[config.mk]
export PLATFORM = sky130hd
export DESIGN_NAME = mem_arbiter
export DESIGN_NICKNAME = d
export VERILOG_FILES = /design/src/rtl/mem_arbiter.sv
export SDC_FILE = /design/constraint.sdc
export NUM_CORES = 1
export LEC_CHECK = 0
export ABC_AREA = 1
export ABC_CLOCK_PERIOD_IN_PS = 2100
export BUFFER_PORTS_ARGS = -buffer_cell sky130_fd_sc_hd__buf_2
export CAP_MARGIN = 30
export CORE_ASPECT_RATIO = 0.8
export CORE_UTILIZATION = 51
export CTS_CLUSTER_DIAMETER = 120
export DETAILED_ROUTE_END_ITERATION = 7
export GPL_TIMING_DRIVEN = 1
export PLACE_DENSITY = 0.89
export REMOVE_ABC_BUFFERS = 1
export SKIP_CTS_REPAIR_TIMING = 1
export SYNTH_ARGS = -nofsm -noshare
export SYNTH_HDL_FRONTEND = slang
export SYNTH_SLANG_ARGS = --single-unit
[constraint.sdc]
create_clock -name clk -period 2.1 [get_ports clk]
set_clock_uncertainty 0.15 [all_clocks]
set_input_delay 0.42 -clock clk [delete_from_list [all_inputs] [get_ports clk]]
set_output_delay 0.42 -clock clk [all_outputs]
set_load 0.005 [all_outputs]
[src/rtl/mem_arbiter.sv]
// mem_arbiter: shares the single-port RAM between fetch and load/store, one timed access at a time.
// Define MEM_ARB_RR_EN for round-robin between simultaneous requests; otherwise data always wins.
module mem_arbiter #(
  parameter int ADDR_W  = 32,
  parameter int DATA_W  = 32,
  parameter int LATENCY = 2
) (
  input  logic              clk,
  input  logic              nRST,
  input  logic              i_req,
  input  logic [ADDR_W-1:0] i_addr,
  output logic [DATA_W-1:0] i_rdata,
  output logic              i_ready,
  input  logic              d_ren,
  input  logic              d_wen,
  input  logic [ADDR_W-1:0] d_addr,
  input  logic [DATA_W-1:0] d_wdata,
  output logic [DATA_W-1:0] d_rdata,
  output logic              d_ready,
  output logic [ADDR_W-1:0] ram_addr,
  output logic [DATA_W-1:0] ram_wdata,
  output logic              ram_ren,
  output logic              ram_wen,
  input  logic [DATA_W-1:0] ram_rdata,
  output logic              busy
);
  localparam int CW = $clog2(LATENCY + 1);
  typedef enum logic [1:0] {IDLE, I_ACC, D_ACC} state_t;
  state_t state_q, state_d;
  logic [CW-1:0] cnt_q, cnt_d;
  logic [ADDR_W-1:0] addr_q, addr_d;
  logic [DATA_W-1:0] wdata_q, wdata_d, i_rdata_q, i_rdata_d, d_rdata_q, d_rdata_d;
  logic wr_q, wr_d, i_ready_q, i_ready_d, d_ready_q, d_ready_d;
  logic ren_q, ren_d, wen_q, wen_d, busy_q, busy_d;
  logic i_el, d_el, pick_d;
  // a side whose ready is showing has just completed and must not be re-granted at this edge
  assign i_el = i_req & ~i_ready_q;
  assign d_el = (d_ren | d_wen) & ~d_ready_q;
`ifdef MEM_ARB_RR_EN
  logic last_q, last_d;
  assign pick_d = d_el & (~i_el | ~last_q);
`else
  assign pick_d = d_el;
`endif
  assign i_rdata   = i_rdata_q;
  assign d_rdata   = d_rdata_q;
  assign i_ready   = i_ready_q;
  assign d_ready   = d_ready_q;
  assign ram_addr  = addr_q;
  assign ram_wdata = wdata_q;
  assign ram_ren   = ren_q;
  assign ram_wen   = wen_q;
  assign busy      = busy_q;
  always_comb begin
    state_d   = state_q;
    cnt_d     = cnt_q;
    addr_d    = addr_q;
    wdata_d   = wdata_q;
    wr_d      = wr_q;
    i_rdata_d = i_rdata_q;
    d_rdata_d = d_rdata_q;
    i_ready_d = 1'b0;
    d_ready_d = 1'b0;
    ren_d     = ren_q;
    wen_d     = wen_q;
    busy_d    = busy_q;
`ifdef MEM_ARB_RR_EN
    last_d    = last_q;
`endif
    if (state_q == IDLE) begin
      if (pick_d) begin
        state_d = D_ACC;
        cnt_d   = CW'(LATENCY - 1);
        addr_d  = d_addr;
        wdata_d = d_wdata;
        wr_d    = d_wen;
        ren_d   = ~d_wen;
        wen_d   = d_wen;
        busy_d  = 1'b1;
`ifdef MEM_ARB_RR_EN
        last_d  = 1'b1;
`endif
      end else if (i_el) begin
        state_d = I_ACC;
        cnt_d   = CW'(LATENCY - 1);
        addr_d  = i_addr;
        wr_d    = 1'b0;
        ren_d   = 1'b1;
        wen_d   = 1'b0;
        busy_d  = 1'b1;
`ifdef MEM_ARB_RR_EN
        last_d  = 1'b0;
`endif
      end
    end else if (cnt_q == '0) begin
      state_d = IDLE;
      ren_d   = 1'b0;
      wen_d   = 1'b0;
      busy_d  = 1'b0;
      if (state_q == I_ACC) begin
        i_rdata_d = ram_rdata;
        i_ready_d = 1'b1;
      end else begin
        d_ready_d = 1'b1;
        d_rdata_d = wr_q ? d_rdata_q : ram_rdata;
      end
    end else begin
      cnt_d = cnt_q - CW'(1);
    end
  end
  always_ff @(posedge clk or negedge nRST) begin
    if (!nRST) begin
      state_q   <= IDLE;
      cnt_q     <= '0;
      addr_q    <= '0;
      wdata_q   <= '0;
      wr_q      <= 1'b0;
      i_rdata_q <= '0;
      d_rdata_q <= '0;
      i_ready_q <= 1'b0;
      d_ready_q <= 1'b0;
      ren_q     <= 1'b0;
      wen_q     <= 1'b0;
      busy_q    <= 1'b0;
`ifdef MEM_ARB_RR_EN
      last_q    <= 1'b0;
`endif
    end else begin
      state_q   <= state_d;
      cnt_q     <= cnt_d;
      addr_q    <= addr_d;
      wdata_q   <= wdata_d;
      wr_q      <= wr_d;
      i_rdata_q <= i_rdata_d;
      d_rdata_q <= d_rdata_d;
      i_ready_q <= i_ready_d;
      d_ready_q <= d_ready_d;
      ren_q     <= ren_d;
      wen_q     <= wen_d;
      busy_q    <= busy_d;
`ifdef MEM_ARB_RR_EN
      last_q    <= last_d;
`endif
    end
  end
endmodule

### After elaboration in Yosys (flattened, before gate mapping)

Cells that the tools add are included.

| operators by class | value |
|---|---|
| add/subtract/negate cells | 1 |
| equal/unequal tests | 3 |
| multiplexer cells | 24 |
| bitwise logic cells | 9 |
| reductions and logical operators | 10 |

Operator list:

| kind | number |
|---|---|
| $mux W32 | 2 |
| $mux W1 | 15 |
| $mux W2 | 7 |
| $reduce_and A2 Y1 | 4 |
| $not A1 Y1 | 6 |
| $logic_not A2 Y1 | 2 |
| $reduce_and A4 Y1 | 1 |
| $reduce_bool A2 Y1 | 2 |
| $ne A3 B3 Y1 const B | 1 |
| $reduce_and A3 Y1 | 1 |
| $and A1 B1 Y1 | 2 |
| $eq A2 B1 Y1 const B | 1 |
| $ne A2 B2 Y1 const B | 1 |
| $sub A2 B1 Y2 const B | 1 |
| $or A1 B1 Y1 | 1 |

| storage, ports and cells | value |
|---|---|
| register bits | 138 |
| bits of input ports | 133 |

### Logic depth before layout (Yosys ltp)

Gate-level depths: netlist of the first run.

| depth | value |
|---|---|
| word-level depth | 5 |
| mapped depth | 8 |
| gate-level depth less buffers | 7 |

### Worst setup path after synthesis of the first run

No wires, ideal clock.

| timing | value |
|---|---|
| kind | reg2reg |
| start | reg cnt_q[0] |
| end | reg i_rdata_q[22], in the netlist i_rdata[22] |
| library setup time | 77 ps |
| arrival time | 1,185 ps |
| setup slack | 688 ps |
| cell stages (with the launch flop) | 8 |
| path buffers | 2 |
| cells stage by stage | dfrtp_1 -> inv_1 -> ha_1 -> nand2_1 -> buf_2 -> buf_2 -> nand2_1 -> o21ai_1 |

| on the way | value |
|---|---|
| longest elaborated chain between the ends | 2 |

Ends and longest elaborated chain:

| item | line | text |
|---|---|---|
| from (decl) | 30 | `logic [CW-1:0] cnt_q, cnt_d;` |
| from (signal assigned) | 130 | `cnt_q <= cnt_d;` |
| $logic_not A2 Y1 | 95 | `end else if (cnt_q == '0) begin` |
| $reduce_and A3 Y1 (no line) | n/a |  |
| to (signal assigned) | 134 | `i_rdata_q <= i_rdata_d;` |
| to (decl) | 32 | `logic [DATA_W-1:0] wdata_q, wdata_d, i_rdata_q, i_rdata_d, d_rdata_q, d_rdata_d;` |

Every way passes these cells.
A chain may end at the register's enable or synchronous reset.

### Final worst setup path of the first run

| timing | value |
|---|---|
| start | reg d_ready_q, in the netlist d_ready |
| end | reg wdata_q[0], in the netlist ram_wdata[0] |

| on the way | value |
|---|---|
| longest elaborated chain between the ends | 3 |

Ends and longest elaborated chain:

| item | line | text |
|---|---|---|
| from (decl) | 33 | `logic wr_q, wr_d, i_ready_q, i_ready_d, d_ready_q, d_ready_d;` |
| from (signal assigned) | 137 | `d_ready_q <= d_ready_d;` |
| $not A1 Y1 | 38 | `assign d_el = (d_ren \| d_wen) & ~d_ready_q;` |
| $and A1 B1 Y1 | 38 |  |
| $reduce_and A2 Y1 (no line) | n/a |  |
| to (signal assigned) | 132 | `wdata_q <= wdata_d;` |
| to (decl) | 32 |  |

Every way passes these cells.

==> results of run 1 <==
per-layer routing:
| layer | routed length [µm] | vias up | share of wire | track usage |
|---|---|---|---|---|
| li1 | - | 2650 | - | - |
| met1 | 5968 | 2478 | 0.39 | 0.2974 |
| met2 | 7690 | 208 | 0.51 | 0.4663 |
| met3 | 1145 | 27 | 0.075 | 0.08002 |
| met4 | 384 | 0 | 0.025 | 0.09756 |
| met5 | 0 | - | 0 | 0 |
cells by family after synthesis:
| family | synth area share |
|---|---|
| buffers and inverters | 0.07687 |
| AOI/OAI and AO/OA | 0.06477 |
| adders and majority gates | 0.002123 |
| DFF | 0.5861 |
| and+or+nand+nor | 0.2701 |
worst max-delay path, cell delays in order (launching register included):
cell and delay, ps:
dfrtp_1 380, inv_2 210, nand3_2 300, inv_2 510
nand2_1 150, nand2_1 100
flip-flops by register name (all words and copies together) (netlist names), 2 cells and up:
name / cells
i_rdata: 32
ram_wdata: 32
cnt_q: 2
ram_addr: 32
d_rdata: 32
state_q: 2
power breakdown:
part           leakage (nW)  switching (mW)  internal, mW
Clock                 0.276            1.13          1.79
Combinational          2.69            3.02          2.15
Sequential             1.69           0.710          3.99
synthesized netlist by cell type:
master,n
inv_2,4
ha_1,1
nand3_1,68
nand4_1,5
buf_6,14
o21ai_1,48
nand2_1,303
clkbuf_1,6
dfrtp_1,138
nor2_2,2
nand3_2,1
buf_4,3
or2_2,1
buf_2,17
o21ai_0,2
nand2_4,1
nor2_1,3
inv_1,40
o21ai_2,15
nand2_2,5
cell usage in the layout, fill, tap and decap left out, drive strengths merged:
| cell | Yosys | final |
|---|---|---|
| buf | 34 | 282 |
| clkinvlp | 0 | 4 |
| or2 | 1 | 1 |
| nor2 | 5 | 5 |
| bufinv | 0 | 2 |
| dfrtp | 138 | 138 |
| inv | 44 | 46 |
| dlygate4sd3 | 0 | 1 |
| nand3 | 69 | 69 |
| o21ai | 65 | 65 |
| clkbuf | 6 | 19 |
| ha | 1 | 1 |
| clkinv | 0 | 5 |
| nand2 | 309 | 309 |
| nand4 | 5 | 5 |
layout make-up:
class                           count  share of cell area
Clock buffer                       19             0.05593
Clock inverter                     13             0.01817
Inverter                           44             0.02086
Multi-Input combinational cell    455              0.2511
Sequential cell                   138              0.4361
Tap cell                          144             0.02275
Timing Repair Buffer              283              0.1951
worst paths after layout:
path	start	to	slack, ps	cells past startpoint
min reg2reg	d_rdata[2]	d_rdata[2]	330	2
max reg2reg	d_ready	ram_wdata[0]	220	5
max in group asynchronous	nRST	d_rdata[14]	840	3
min	d_wdata[1]	ram_wdata[1]	60	3
min in group asynchronous	nRST	ram_addr[10]	400	2
max	d_ready	ram_wdata[0]	220	5
==> reports/metrics.cfg, run 1 <==
[run_status]
outcome = complete, no violations

[final_layout]
syn_to_final_growth_pct = 34.40
multiInputGateArea_um2 = 1988
fin_cells = 1096
nets = 1073
drive_gt1_frac = 0.3603
fin_util = 0.7160
antenna_cells = 0
design_area_um2 = 7919
seqCellArea_um2 = 3453
fillers = 843

[setup_path]
path_class = flop to flop
cp_max_fo = 33
worst_setup_path_start_kind = flop
end_kind = flop
arrival_ps = 2060
cp.required_ps = 2290

[clock_network]
cts_sinks = 138
clkSlewWorstSetupHoldPaths_ps = 60
cts_tree = yes
insertion_delay_ps = 400
cts_made_buffers = 17
cts.htree.levels = 4
clock-root-buffer = clkbuf_16
clockBufferDepth = 2

[place]
placed_area_um2 = 7322
numPortBuffers = 265
place_congestion = 0.7751
dp_hpwl_um = 11030
dp.cells = 1063
dp_slack_ps = 206.3

[synth]
synth.top_cell.area_share = 0.5861
synth_area_leaders = dfrtp_1 (59%), nand2_1 (19%), nand3_1 (5.8%), o21ai_1 (4.1%), buf_6 (2.7%)
ys_ff_latch = 138
yosysSeqAreaShare = 0.5861
synth_area_per_cell_um2 = 8.703
synth_cell_types = 20
synth.largest_area_cell = dfrtp_1
syn_inst = 677
yosysWarningCount = 0
synth_area_um2 = 5892

[global_routing]
grt_usage = 0.2633
grt_max_degree = 56
grt_pass1_wl_um = 24030
antenna_found_initial = 0
grt_pass1_vias = 5094
grt-ovfl-total = 0

[timing]
tightest_slew_ps = 540.5
finalHoldViolCount = 0
min_period_over_period = 0.8930
finalSetupViolations = 0
grt_setup_unrepaired = false
report.final.slew_viol_count = 0
max_freq_mhz = 533.3
holdWs_ps = 55.00
fin_ws_ps = 224.7
slew_headroom = 0.6391
finalCriticalPeriod_ps = 1875
setup_tns_ps = 0

[drt]
avgViaCountPerCell = 4.893
ant_nets = 0
first_pass_iters = 5
wirelength_um = 15190
drt-wirelength-per-cell_um = 13.86
vias = 5363
drtIter0Drc = 213
drc = 0

[pwr]
leakage_nw = 4.658
peakVddDrop_uv = 1132
cellPowerDensity_nw_per_um2 = 1616
p_total_mw = 12.80

[floorplanning]
fp.dieArea_um2 = 11990
core_area_um2 = 11060
ios = 266
num_rows = 34
die_w_um = 122.2
die_h_um = 98.14
start_util = 0.5327

[job]
cap_violations = 0

[worst_hold_path]
hp-class = input pin to flop

Note: power is estimated with default switching activity, not from simulation.
==> inputs of run 2 (changes only) <==
--- a/config.mk
+++ b/config.mk
@@ -9,7 +9,7 @@
 export ABC_CLOCK_PERIOD_IN_PS = 2100
 export BUFFER_PORTS_ARGS = -buffer_cell sky130_fd_sc_hd__buf_2
 export CAP_MARGIN = 30
-export CORE_ASPECT_RATIO = 0.8
+export CORE_ASPECT_RATIO = 0.6
 export CORE_UTILIZATION = 51
 export CTS_CLUSTER_DIAMETER = 120
 export DETAILED_ROUTE_END_ITERATION = 7
==> reports/metrics.cfg, run 2 (same netlist as run 1, synthesis figures left out) <==
[run_status]
outcome = complete, no violations

[clock_network]
cts_sinks = 138
clockBufferDepth = 2
cts_tree = yes
clkSlewWorstSetupHoldPaths_ps = 60
clock-root-buffer = clkbuf_16
cts.htree.levels = 4
cts_made_buffers = 17
insertion_delay_ps = 400

[place]
placed_area_um2 = 7281
numPortBuffers = 265
dp_hpwl_um = 11000
place_congestion = 0.8070
dp.cells = 1055
dp_slack_ps = 387.6

[setup_path]
arrival_ps = 1900
max_stage_delay_ps = 370
path_class = flop to flop
crit_buf_inv = 3
worst_setup_path_start_kind = flop
cp_cell_sequence = inv_1 > ha_1 > nand2_2 > inv_2 > nand2_4 > buf_12 > nand2_1 > o21ai_1
cp_slowest_cell = dfrtp_1
cp.required_ps = 2270
cp_max_fo = 25
end_kind = flop
critPathTopFamily = simple AND/OR/NAND/NOR gates

[final_layout]
layout_common_cells = nand2_1 (302), buf_2 (264), dfrtp_1 (138), nand3_1 (68), o21ai_1 (48)
fin_util = 0.7228
seqCellArea_um2 = 3453
syn_to_final_growth_pct = 33.53
antenna_cells = 0
fillers = 827
drive_gt1_frac = 0.3593
final_common_cell = nand2_1
nets = 1070
design_area_um2 = 7868
multiInputGateArea_um2 = 1988
fin_cells = 1088

[pwr]
pwr-share-clk = 0.225
seq_power_share = 0.370
switching_power_mw = 4.939
comb_power_share = 0.405
cellPowerDensity_nw_per_um2 = 1619
peakVddDrop_uv = 984.2
intPower_mw = 7.798
p_sw_frac = 0.3878
leakage_nw = 4.647
p_total_mw = 12.74

[timing]
min_period_over_period = 0.8254
tightest_slew_ps = 513.0
holdWs_ps = 52.01
grt_setup_unrepaired = false
max_freq_mhz = 576.9
fin_ws_ps = 366.7
report.final.slew_viol_count = 0
finalCriticalPeriod_ps = 1733
finalSetupViolations = 0
setup_tns_ps = 0
slew_headroom = 0.6575
finalHoldViolCount = 0

[global_routing]
grt-ovfl-total = 0
grt_usage = 0.2621
antenna_found_initial = 0
grt_pass1_wl_um = 24350
grt_max_degree = 50
grt_pass1_vias = 5077

[floorplanning]
num_rows = 29
start_util = 0.5413
die_h_um = 85.26
ios = 266
die_w_um = 140.8
fp.dieArea_um2 = 12000
core_area_um2 = 10890

[drt]
vias = 5426
ant_nets = 0
drtIter0Drc = 235
first_pass_iters = 5
wirelength_um = 15200
avgViaCountPerCell = 4.987
drt-wirelength-per-cell_um = 13.97
drc = 0

[job]
cap_violations = 0

[worst_hold_path]
hp-class = input pin to flop

==> run 2: changes by cell type in the layout (fill, tap and decap cells not counted), sizes merged <==
| cell | change |
|---|---|
| clkinv | +2 |
| bufinv | -1 |
| buf | -3 |
| clkbuf | -1 |
| clkinvlp | -3 |
| inv | +3 |
==> run 2: final cells by class <==
class,instances,share of cell area
clock buffers,18,0.05582
clock inverters,14,0.01749
inverters,44,0.02099
multi-input cells,455,0.2527
flip-flops and latches,138,0.4389
well taps,139,0.02211
repair buffers,280,0.1920
==> run 2: metal layers <==
metal  vias to the layer above  part of all wire  GRT usage
met1                      2528              0.42     0.3266
met4                         0             0.017    0.07609
met2                       214              0.50     0.4419
li1                       2659                 -          -
met3                        25             0.071    0.08465
met5                         -                 0          0
==> run 2: worst register-to-register path: stages, from the launching register on <==
cell	delay, ps
dfrtp_1	370
inv_1	60
ha_1	250
nand2_2	160
inv_2	60
nand2_4	240
buf_12	220
nand2_1	70
o21ai_1	90
==> run 2: power by group through the flow <==
stage	Sequential (mW)	Clock, mW	Combinational [mW]
floorplan	4.79	0	2.62
global placement	4.66	0	4.98
detailed placement	4.71	0	5.17
CTS	4.71	2.90	5.20
global route	4.86	3.04	5.82
finish	4.72	2.86	5.16
==> run 2: worst paths after layout <==
check                               from       endpoint  slack [ps]  cells past startpoint
min                          d_wdata[20]  ram_wdata[20]          50                      3
max reg2reg                     cnt_q[0]    d_rdata[12]         370                      8
max                             cnt_q[0]    d_rdata[12]         370                      8
max in group asynchronous           nRST   ram_addr[16]         950                      3
min in group asynchronous           nRST     d_rdata[7]         300                      2
min reg2reg                ram_wdata[22]  ram_wdata[22]         320                      2
